File: src/rtl/pe_seq_ctrl.sv
// Sequencer for a multiply-accumulate PE: feeds a job of operand pairs, pulses the
// format strobe, waits out the PE latency and holds the captured result for the consumer.
module pe_seq_ctrl #(
  parameter int WIDTH_DATA = 16,
  parameter int WIDTH_LEN  = 8,
  parameter int PE_LATENCY = 2
) (
  input  logic                  clk,
  input  logic                  rst_n,
  input  logic                  start_i,
  input  logic [WIDTH_LEN-1:0]  len_i,
  output logic                  busy_o,
  output logic                  done_o,
  input  logic                  in_valid_i,
  output logic                  in_ready_o,
  input  logic [WIDTH_DATA-1:0] a_i,
  input  logic [WIDTH_DATA-1:0] b_i,
  output logic [WIDTH_DATA-1:0] pe_a_o,
  output logic [WIDTH_DATA-1:0] pe_b_o,
  output logic                  pe_keep_o,
  output logic                  pe_format_o,
  input  logic [WIDTH_DATA-1:0] pe_data_i,
  output logic                  res_valid_o,
  input  logic                  res_ready_i,
  output logic [WIDTH_DATA-1:0] res_data_o
);

  typedef enum logic [2:0] {
    S_IDLE,
    S_FEED,
    S_FORMAT,
    S_WAIT,
    S_HOLD
  } state_t;

  localparam logic [WIDTH_LEN-1:0] LP_CNT_ONE   = WIDTH_LEN'(1);
  localparam logic [3:0]           LP_WAIT_LAST = 4'(PE_LATENCY - 1);

  state_t                r_state, w_state;
  logic [WIDTH_LEN-1:0]  r_len, w_len;
  logic [WIDTH_LEN-1:0]  r_cnt, w_cnt;
  logic [WIDTH_LEN-1:0]  w_cnt_inc;
  logic [3:0]            r_wcnt, w_wcnt;
  logic [WIDTH_DATA-1:0] r_pe_a, w_pe_a;
  logic [WIDTH_DATA-1:0] r_pe_b, w_pe_b;
  logic                  r_keep, w_keep;
  logic                  r_format, w_format;
  logic                  r_res_valid, w_res_valid;
  logic [WIDTH_DATA-1:0] r_res_data, w_res_data;
  logic                  r_done, w_done;

  assign w_cnt_inc = r_cnt + LP_CNT_ONE;

  always_ff @(posedge clk or negedge rst_n) begin
    if (!rst_n) begin
      r_state     <= S_IDLE;
      r_len       <= '0;
      r_cnt       <= '0;
      r_wcnt      <= '0;
      r_pe_a      <= '0;
      r_pe_b      <= '0;
      r_keep      <= 1'b0;
      r_format    <= 1'b0;
      r_res_valid <= 1'b0;
      r_res_data  <= '0;
      r_done      <= 1'b0;
    end else begin
      r_state     <= w_state;
      r_len       <= w_len;
      r_cnt       <= w_cnt;
      r_wcnt      <= w_wcnt;
      r_pe_a      <= w_pe_a;
      r_pe_b      <= w_pe_b;
      r_keep      <= w_keep;
      r_format    <= w_format;
      r_res_valid <= w_res_valid;
      r_res_data  <= w_res_data;
      r_done      <= w_done;
    end
  end

  // PE-side outputs are registered, so they show the decision made in a state
  // during the cycle after it; the keep flag clears only on the first beat of a job.
  always_comb begin
    w_state     = r_state;
    w_len       = r_len;
    w_cnt       = r_cnt;
    w_wcnt      = r_wcnt;
    w_pe_a      = '0;
    w_pe_b      = '0;
    w_keep      = 1'b0;
    w_format    = 1'b0;
    w_res_valid = r_res_valid;
    w_res_data  = r_res_data;
    w_done      = 1'b0;
    case (r_state)
      S_IDLE: begin
        if (start_i && (len_i != '0)) begin
          w_state = S_FEED;
          w_len   = len_i;
          w_cnt   = '0;
        end
      end
      S_FEED: begin
        w_keep = (r_cnt != '0);
        if (in_valid_i) begin
          w_pe_a = a_i;
          w_pe_b = b_i;
          w_cnt  = w_cnt_inc;
          if (w_cnt_inc == r_len) begin
            w_state = S_FORMAT;
          end
        end
      end
      S_FORMAT: begin
        w_format = 1'b1;
        w_keep   = 1'b1;
        w_wcnt   = '0;
        w_state  = S_WAIT;
      end
      S_WAIT: begin
        w_keep = 1'b1;
        if (r_wcnt == LP_WAIT_LAST) begin
          w_res_data  = pe_data_i;
          w_res_valid = 1'b1;
          w_state     = S_HOLD;
        end else begin
          w_wcnt = r_wcnt + 4'd1;
        end
      end
      S_HOLD: begin
        if (res_ready_i) begin
          w_res_valid = 1'b0;
          w_done      = 1'b1;
          w_state     = S_IDLE;
        end
      end
      default: w_state = S_IDLE;
    endcase
  end

  assign busy_o      = (r_state != S_IDLE);
  assign in_ready_o  = (r_state == S_FEED);
  assign done_o      = r_done;
  assign pe_a_o      = r_pe_a;
  assign pe_b_o      = r_pe_b;
  assign pe_keep_o   = r_keep;
  assign pe_format_o = r_format;
  assign res_valid_o = r_res_valid;
  assign res_data_o  = r_res_data;

endmodule

File: config.mk
export PLATFORM = sky130hd
export DESIGN_NAME = pe_seq_ctrl
export DESIGN_NICKNAME = d
export VERILOG_FILES = /design/src/rtl/pe_seq_ctrl.sv
export SDC_FILE = /design/constraint.sdc
export NUM_CORES = 1
export LEC_CHECK = 0
export CAP_MARGIN = 30
export CORE_ASPECT_RATIO = 1.25
export CORE_MARGIN = 5
export CORE_UTILIZATION = 40
export CTS_BUF_LIST = sky130_fd_sc_hd__clkbuf_16
export CTS_CLUSTER_SIZE = 20
export DETAILED_ROUTE_END_ITERATION = 16
export PLACE_DENSITY = 0.78
export SYNTH_ARGS = -nofsm -noshare
export SYNTH_HDL_FRONTEND = slang
export SYNTH_SLANG_ARGS = --single-unit
File: constraint.sdc
create_clock -name clk -period 2.5 [get_ports clk]
set_clock_uncertainty 0.2 [all_clocks]
set_input_delay 0.25 -clock clk [delete_from_list [all_inputs] [get_ports clk]]
set_output_delay 0.25 -clock clk [all_outputs]
set_load 0.005 [all_outputs]
* After elaboration in Yosys (flattened, before gate mapping)
Index checks and enable logic that the tools add are counted.
Cells by class: muxes and demuxes 22, equality and inequality tests 12, reductions and logical operators 15, $add $sub $neg 2
Operators by type and width (count):
- 16-bit 2-to-1 mux | 4
- 8-bit 2-to-1 mux | 2
- 8-bit case mux with 2 select lines | 1
- 8-bit nonzero test | 2
- 3-bit 2-to-1 mux | 5
- 3-bit case mux with 5 select lines | 1
- 2-bit inequality test, second input constant | 5
- 8-bit by 1-bit adder with 8-bit output, second input constant | 1
- 8-bit == test | 1
- 4-bit case mux with 2 select lines | 1
- 3-bit by 2-bit == test with 1-bit output, second input constant | 2
- 2-bit AND reduction | 3
- 3-bit AND reduction | 2
- 2-bit nonzero test | 3
- 1-bit 2-to-1 mux | 5
- 5-bit AND reduction | 1
- 4-bit by 1-bit adder with 4-bit output, second input constant | 1
- 4-bit by 1-bit == test with 1-bit output, second input constant | 1
- 4-bit 2-to-1 mux | 1
- 1-bit case mux with 2 select lines | 2
- 3-bit by 1-bit == test with 1-bit output, second input constant | 1
- 3-bit == test, second input constant | 1
- 3-bit zero test | 1
- 3-bit nonzero test | 1
- other kinds (3) | 3
Word-level totals: logic and storage cells 62, output and inout bits 54, bits in registers 75, input bits 61

* Logic depth before layout (Yosys ltp)
Gate-level depths: netlist (run 1).
depth in word-level cells 5, mapped depth 7, gate-level depth less buffers 7

* Worst setup path before layout (run 1)
Ideal clock, no wire load.
kind register -> register, start register r_wcnt[1], end register r_res_data[10], in the netlist res_data_o[10], stages on the path, launching flop included 7, path slack 597 ps, arrival 1578 ps, clock period less this slack 1903 ps, data required time 2175 ps, path buffers 1, library setup time 125 ps, cell sequence dfrtp_1 > inv_1 > ha_1 > nor3b_4 > nand4_4 > buf_6 > mux2_4
Between the ends: cells in the longest elaborated chain, start to end 2
Ends and longest elaborated chain:
- start: declaration | line 43 | logic [3:0] r_wcnt, w_wcnt;
- start signal: assignment | line 71 | r_wcnt <= w_wcnt;
- 4-bit by 1-bit == test with 1-bit output | line 123 | if (r_wcnt == LP_WAIT_LAST) begin
- 2-bit AND reduction (no line)
- end signal: assignment | line 77 | r_res_data <= w_res_data;
- end: declaration | line 49 | logic [WIDTH_DATA-1:0] r_res_data, w_res_data;
Every way passes these cells. A chain may end at the register's enable or synchronous reset.

* Worst setup path after layout (run 1)
start register r_state[1], end output port in_ready_o
Between the ends: cells in the longest elaborated chain, start to end 1
Ends and longest elaborated chain:
- start: declaration | line 39 | state_t r_state, w_state;
- start signal: assignment | line 68 | r_state <= w_state;
- 3-bit by 1-bit == test with 1-bit output | line 143 | assign in_ready_o = (r_state == S_FEED);
- end: declaration | line 15 | output logic in_ready_o,
Every way passes these cells.

==> results of run 1 <==
Yosys cell counts (5+ instances only):
cell / count
nand3_1: 5
nor3_1: 6
dfrtp_1: 75
inv_1: 7
a31oi_1: 6
mux2_4: 8
nor2_1: 9
nand2_1: 15
nor4_1: 5
and2_1: 33
xnor2_1: 7
o21ai_0: 12
mux2_2: 16
layout make-up:
class	count	area, sq um	share of cell area [%]
Tap cell	95	119	2.55
Clock inverter	7	42.5	0.914
Sequential cell	75	1880	40.3
Multi-Input combinational cell	159	1170	25.1
Clock buffer	9	225	4.84
Inverter	8	30.0	0.645
Timing Repair Buffer	118	1190	25.6
flip-flops by register name, indices dropped and copies added, names as in the netlist:
register     count
res_data_o      16
pe_keep_o        1
pe_a_o          16
r_cnt            8
done_o           1
res_valid_o      1
r_wcnt           4
pe_b_o          16
pe_format_o      1
r_len            8
r_state          3
layer usage:
metal | routed length, um | part of all wire [%] | track usage, % | vias up
met4 | 138 | 1.9 | 5.74 | 0
met2 | 3740 | 51 | 25.0 | 79
met3 | 607 | 8.3 | 6.20 | 12
met5 | 0 | 0 | 0 | -
li1 | - | - | - | 1101
met1 | 2790 | 38 | 18.3 | 1126
report_power, final:
part | total, uW | internal, uW | switching, uW
Sequential | 1790 | 1560 | 238
Combinational | 1510 | 947 | 561
Clock | 1150 | 667 | 487
worst max-delay path: stages, from the launching register on:
cell	delay, ns
dfrtp_1	0.49
nor2_1	0.25
nand2_1	0.13
inv_1	0.08
clkdlybuf4s50_1	0.49
path summary, 6_finish.rpt:
kind | to | slack [ns] | startpoint
worst max-delay path | in_ready_o | 0.27 | r_state[1]$_DFFE_PN0P_
max in group asynchronous | pe_a_o[11]$_DFF_PN0_ | 1.50 | rst_n
worst max register to register | r_state[0]$_DFFE_PN0P_ | 0.34 | r_cnt[0]$_DFFE_PN0P_
min in group clk | pe_a_o[0]$_DFF_PN0_ | 0.27 | a_i[0]
worst min-delay path | pe_b_o[15]$_DFF_PN0_ | 0.06 | rst_n
worst min register to register | res_data_o[14]$_DFFE_PN0P_ | 0.30 | res_data_o[14]$_DFFE_PN0P_
stage by stage:
stage,hold slack [ns],util (%),std cells,power (uW)
finish,0.0606,60.4,471,4460
global route,0.0665,60.4,471,4750
CTS,0.265,60.1,470,4510
detailed placement,0.257,56.4,453,3340
global placement,0.248,56.4,453,3280
floorplan,-0.246,-,252,2550
kinds of logic after synthesis:
group / Yosys count / share of synthesized area [%]
AOI/OAI and AO/OA: 33 / 6.67
xor gates and xnor gates: 10 / 2.80
buffers and inverters: 18 / 2.80
muxes: 26 / 10.2
and+or+nand+nor: 86 / 16.0
DFF: 75 / 59.9
adders and majority gates: 4 / 1.60
==> summary.md, run 1 <==
| Metric | Value |
|---|---|
| Critical path class | reg2out |
| Inserted Clock Buffers | 9 |
| RSZ-0062 raised after global routing | no |
| Final Net Count | 436 |
| Drt total wl | 7280 um |
| Final min period | 2.23 ns |
| Startpoint Class | flip-flop |
| Initial Utilization | 40.7% |
| Netlist cell types | 42 |
| Global-route wire length before repair | 11400 um |
| Setup TNS | 0 ns |
| CTS Hold Bufs | 1 |
| Maximum clock rate | 447 MHz |
| Commonest non-fill, non-tap cell in the layout | clkdlybuf4s50_1 |
| Slew @ Worst Pin | 0.496 ns |
| Die Width | 89.2 um |
| Slew margin rel. | 66.8% |
| CTS resizes | 0 |
| Static Leakage | 0.00202 uW |
| Vias in the first global route | 2364 |
| Postcts setup bufs | 0 |
| Post-synth top area cell | dfrtp_1 |
| FF+latch count, synth | 75 |
| Ys async rst share | 100% |
| Core area | 7700 sq um |
| CTS tree | done |
| Status | completed |
| Post-synth top area share | 59.9% |
| H-tree levels | 3 |
| Area grow syn2layout | 48.5% |
| Worst skew pair latency | 0.33 ns |
| Fillers | 641 |
| # Max-Cap Violations | 0 |
| Port Buffers | 114 |
| CP arrival | 1.78 ns |
| Total GRT Usage | 15.4% |
| Req. time, crit path | 2.05 ns |
| Initial antenna violation count | 0 |
| DIE HEIGHT | 109 um |
| Dominant synthesized flop cell | dfrtp_1 |
| Die area | 9710 sq um |
| Avg Cell Area, Syn | 12.4 sq um |
| CP endpoint kind | output port |
| Worst Hold Class | in2async |
| Slew Limit Fails | 0 |
| Clock Path Buffers | 2 |
| # IOs | 115 |
| PD cells | 958 nW/um^2 |
| Setup violators final | 0 |
| Yosys Warn Count | 0 |
| Final HPWL DP | 5350 um |
| Ant diodes | 0 |
| Placement Cell Area | 4350 sq um |
| Largest net degree at the start of global routing | 76 |
| Num Clock Sinks | 75 |
| Residual DRC | 0 |
| Root buf cell | clkbuf_16 |
| Final hold vios | 0 |
| Post-synthesis sequential area ratio | 59.9% |
| Final period util | 89.4% |
| DR pass1 iterations | 4 |
| Post-DRT Antenna Nets | 0 |
| 1st-iter DRT viols | 127 |
| Largest cells by area after synthesis | dfrtp_1, and2_1, mux2_2 |
| Final worst slack | 0.265 ns |
| Most frequent cells in the layout | clkdlybuf4s50_1, dfrtp_1, and2_1 |
| Dpl ws | 0.143 ns |
| Finished Cell Area | 4650 sq um |
| GRT overflow | 0 |
| Peak supply drop | 0.633 mV |
| Share of cells above drive strength 1 | 12.2% |
| Syn Inst Count | 252 |
| Crit path max fanout | 8 |
| Cell Area, Synth | 3130 sq um |
| DR WL/cell | 15.5 um |
| R2R depth | 6 |
| RePlAce Congestion | 0.797 |
| Vias | 2318 |
| Post-synth EDFFs | 0 |
| Placement Rows | 36 |
| Post-DR vias/cell | 4.92 |
| Clk slew on worst S/H paths | 0.06 ns |
| Mapped Nets | 317 |
(Power assumes the default switching activity.)
==> run 2, diff against run 1 <==
- CORE_UTILIZATION: 40 -> 44
- PLACE_DENSITY: 0.78 -> 0.84
==> run 2 against run 1 <==
Routed wire length shrank 1.2%. First-iteration DRC count fell by 29%. Combinational power barely moved. Flip-flop and latch count unchanged. Total power is 5.9% higher. Sequential power hardly changed. Clock-buffer cell count stayed put. Critical endpoint unchanged. Largest cell class unchanged. Highest routed layer unchanged.
==> summary.md, run 2 (same netlist as run 1, synthesis figures left out) <==
| Metric | Value |
|---|---|
| Status | completed |
| CTS resizes | 0 |
| Buf+Inv Stages, Crit Path | 2 |
| Area of the multi-input gates | 1170 sq um |
| RePlAce Congestion | 0.809 |
| Global-route wire length before repair | 11800 um |
| Total GRT Usage | 17.1% |
| Largest net degree at the start of global routing | 44 |
| Setup violators final | 0 |
| Area grow syn2layout | 50.3% |
| Crit path max fanout | 8 |
| CP endpoint kind | output port |
| Final worst slack | 0.283 ns |
| # Max-Cap Violations | 0 |
| Final hold vios | 0 |
| Num Clock Sinks | 75 |
| # IOs | 115 |
| Crit path max-delay family | buffers and inverters |
| Worst Hold Class | in2async |
| Peak supply drop | 0.489 mV |
| DR WL/cell | 15.5 um |
| Met3 Routed Length | 707 um |
| Final HPWL DP | 5490 um |
| PD cells | 1000 nW/um^2 |
| Most frequent cells in the layout | clkdlybuf4s50_1, dfrtp_1, and2_1 |
| Core area | 6930 sq um |
| Die area | 8920 sq um |
| Post-DRT Antenna Nets | 0 |
| H-tree levels | 3 |
| DR pass1 iterations | 4 |
| Routed wl met2 | 3790 um |
| Slew Limit Fails | 0 |
| Clk slew on worst S/H paths | 0.05 ns |
| DR top layer | met4 |
| Ant diodes | 0 |
| Placement Rows | 34 |
| Worst skew pair latency | 0.33 ns |
| Commonest non-fill, non-tap cell in the layout | clkdlybuf4s50_1 |
| Clock Path Buffers | 2 |
| 1st-iter DRT viols | 90 |
| Final Net Count | 437 |
| Maximum clock rate | 451 MHz |
| Sequential Area | 1880 sq um |
| Slew margin rel. | 67.4% |
| DIE HEIGHT | 104 um |
| Startpoint Class | flip-flop |
| Share of cells above drive strength 1 | 12.5% |
| Worst path max stage delay | 0.50 ns |
| Initial antenna violation count | 0 |
| Root buf cell | clkbuf_16 |
| Slew @ Worst Pin | 0.486 ns |
| Die Width | 85.5 um |
| Req. time, crit path | 2.05 ns |
| Static Leakage | 0.00205 uW |
| Setup TNS | 0 ns |
| Metal-1 WL | 2560 um |
| GRT overflow | 0 |
| Vias | 2332 |
| Final min period | 2.22 ns |
| Vias in the first global route | 2452 |
| Fillers | 508 |
| Dpl ws | 0.164 ns |
| Port Buffers | 114 |
| RSZ-0062 raised after global routing | no |
| Residual DRC | 0 |
| Final period util | 88.7% |
| Ordered list of cells on the worst path | nor2_1, nand2_1, inv_1, clkdlybuf4s50_1 |
| Drt total wl | 7190 um |
| Critical path class | reg2out |
| CTS tree | done |
| Post-DR vias/cell | 5.02 |
| Crit-path slowest cell | clkdlybuf4s50_1 |
| Inserted Clock Buffers | 9 |
| CP arrival | 1.77 ns |
| Initial Utilization | 45.2% |
## run 2: cell types whose count changed in the layout (fill, tap and decap cells not counted)
| cell | previous run | this run |
|---|---|---|
| buf_16 | 1 | 0 |
| clkinv_1 | 3 | 1 |
| clkinvlp_4 | 1 | 0 |
| buf_4 | 3 | 4 |
| clkinv_4 | 0 | 1 |
| inv_6 | 2 | 0 |
| bufinv_16 | 0 | 3 |
| clkinv_2 | 2 | 1 |
| buf_12 | 0 | 1 |
## run 2: final timing paths
path                                           startpoint                          to  slack (ns)  cells after the start
min in group clk                                   a_i[2]         pe_a_o[2]$_DFF_PN0_        0.27                      2
worst min-delay path                                rst_n        pe_b_o[15]$_DFF_PN0_        0.21                      2
max in group asynchronous                           rst_n  res_data_o[10]$_DFFE_PN0P_        1.33                      3
worst min register to register  res_data_o[4]$_DFFE_PN0P_   res_data_o[4]$_DFFE_PN0P_        0.31                      1
worst max register to register       r_cnt[0]$_DFFE_PN0P_      r_state[0]$_DFFE_PN0P_        0.37                      6
worst max-delay path               r_state[1]$_DFFE_PN0P_                  in_ready_o        0.28                      4
## run 2: final cells by class
type                            count  area share, %
Tap cell                           90           2.39
Timing Repair Buffer              119           25.3
Multi-Input combinational cell    159           24.8
Clock buffer                        9           4.78
Sequential cell                    75           39.9
Inverter                            8          0.638
Clock inverter                      5           2.21
## run 2: power breakdown
| part | switching, uW | internal, uW |
|---|---|---|
| logic | 559 | 949 |
| clock network | 454 | 962 |
| registers | 237 | 1560 |
## run 2: layer usage
layer  global-route usage (%)  vias up
met1                     17.8     1125
li1                         -     1099
met5                        0        -
met2                     29.5       97
met4                     6.11        0
met3                     8.08       11
## run 2: timing repair
item	4_1_cts	5_1_grt
hold buffers	1	0
setup buffers	0	0
endpoints found under the hold margin	32	0
## run 2: stage by stage
stage	power (uW)	cells	hold WS (ns)	utilization, %	instance area (sq um)
2_1_floorplan	2550	252	-0.246	-	3130
3_3_place_gp	3270	450	0.0125	63.0	4370
3_5_place_dp	3340	450	0.0185	63.0	4370
4_1_cts	4780	465	0.226	67.9	4710
5_1_grt	5000	465	0.245	67.9	4710
6_report	4720	465	0.211	67.9	4710
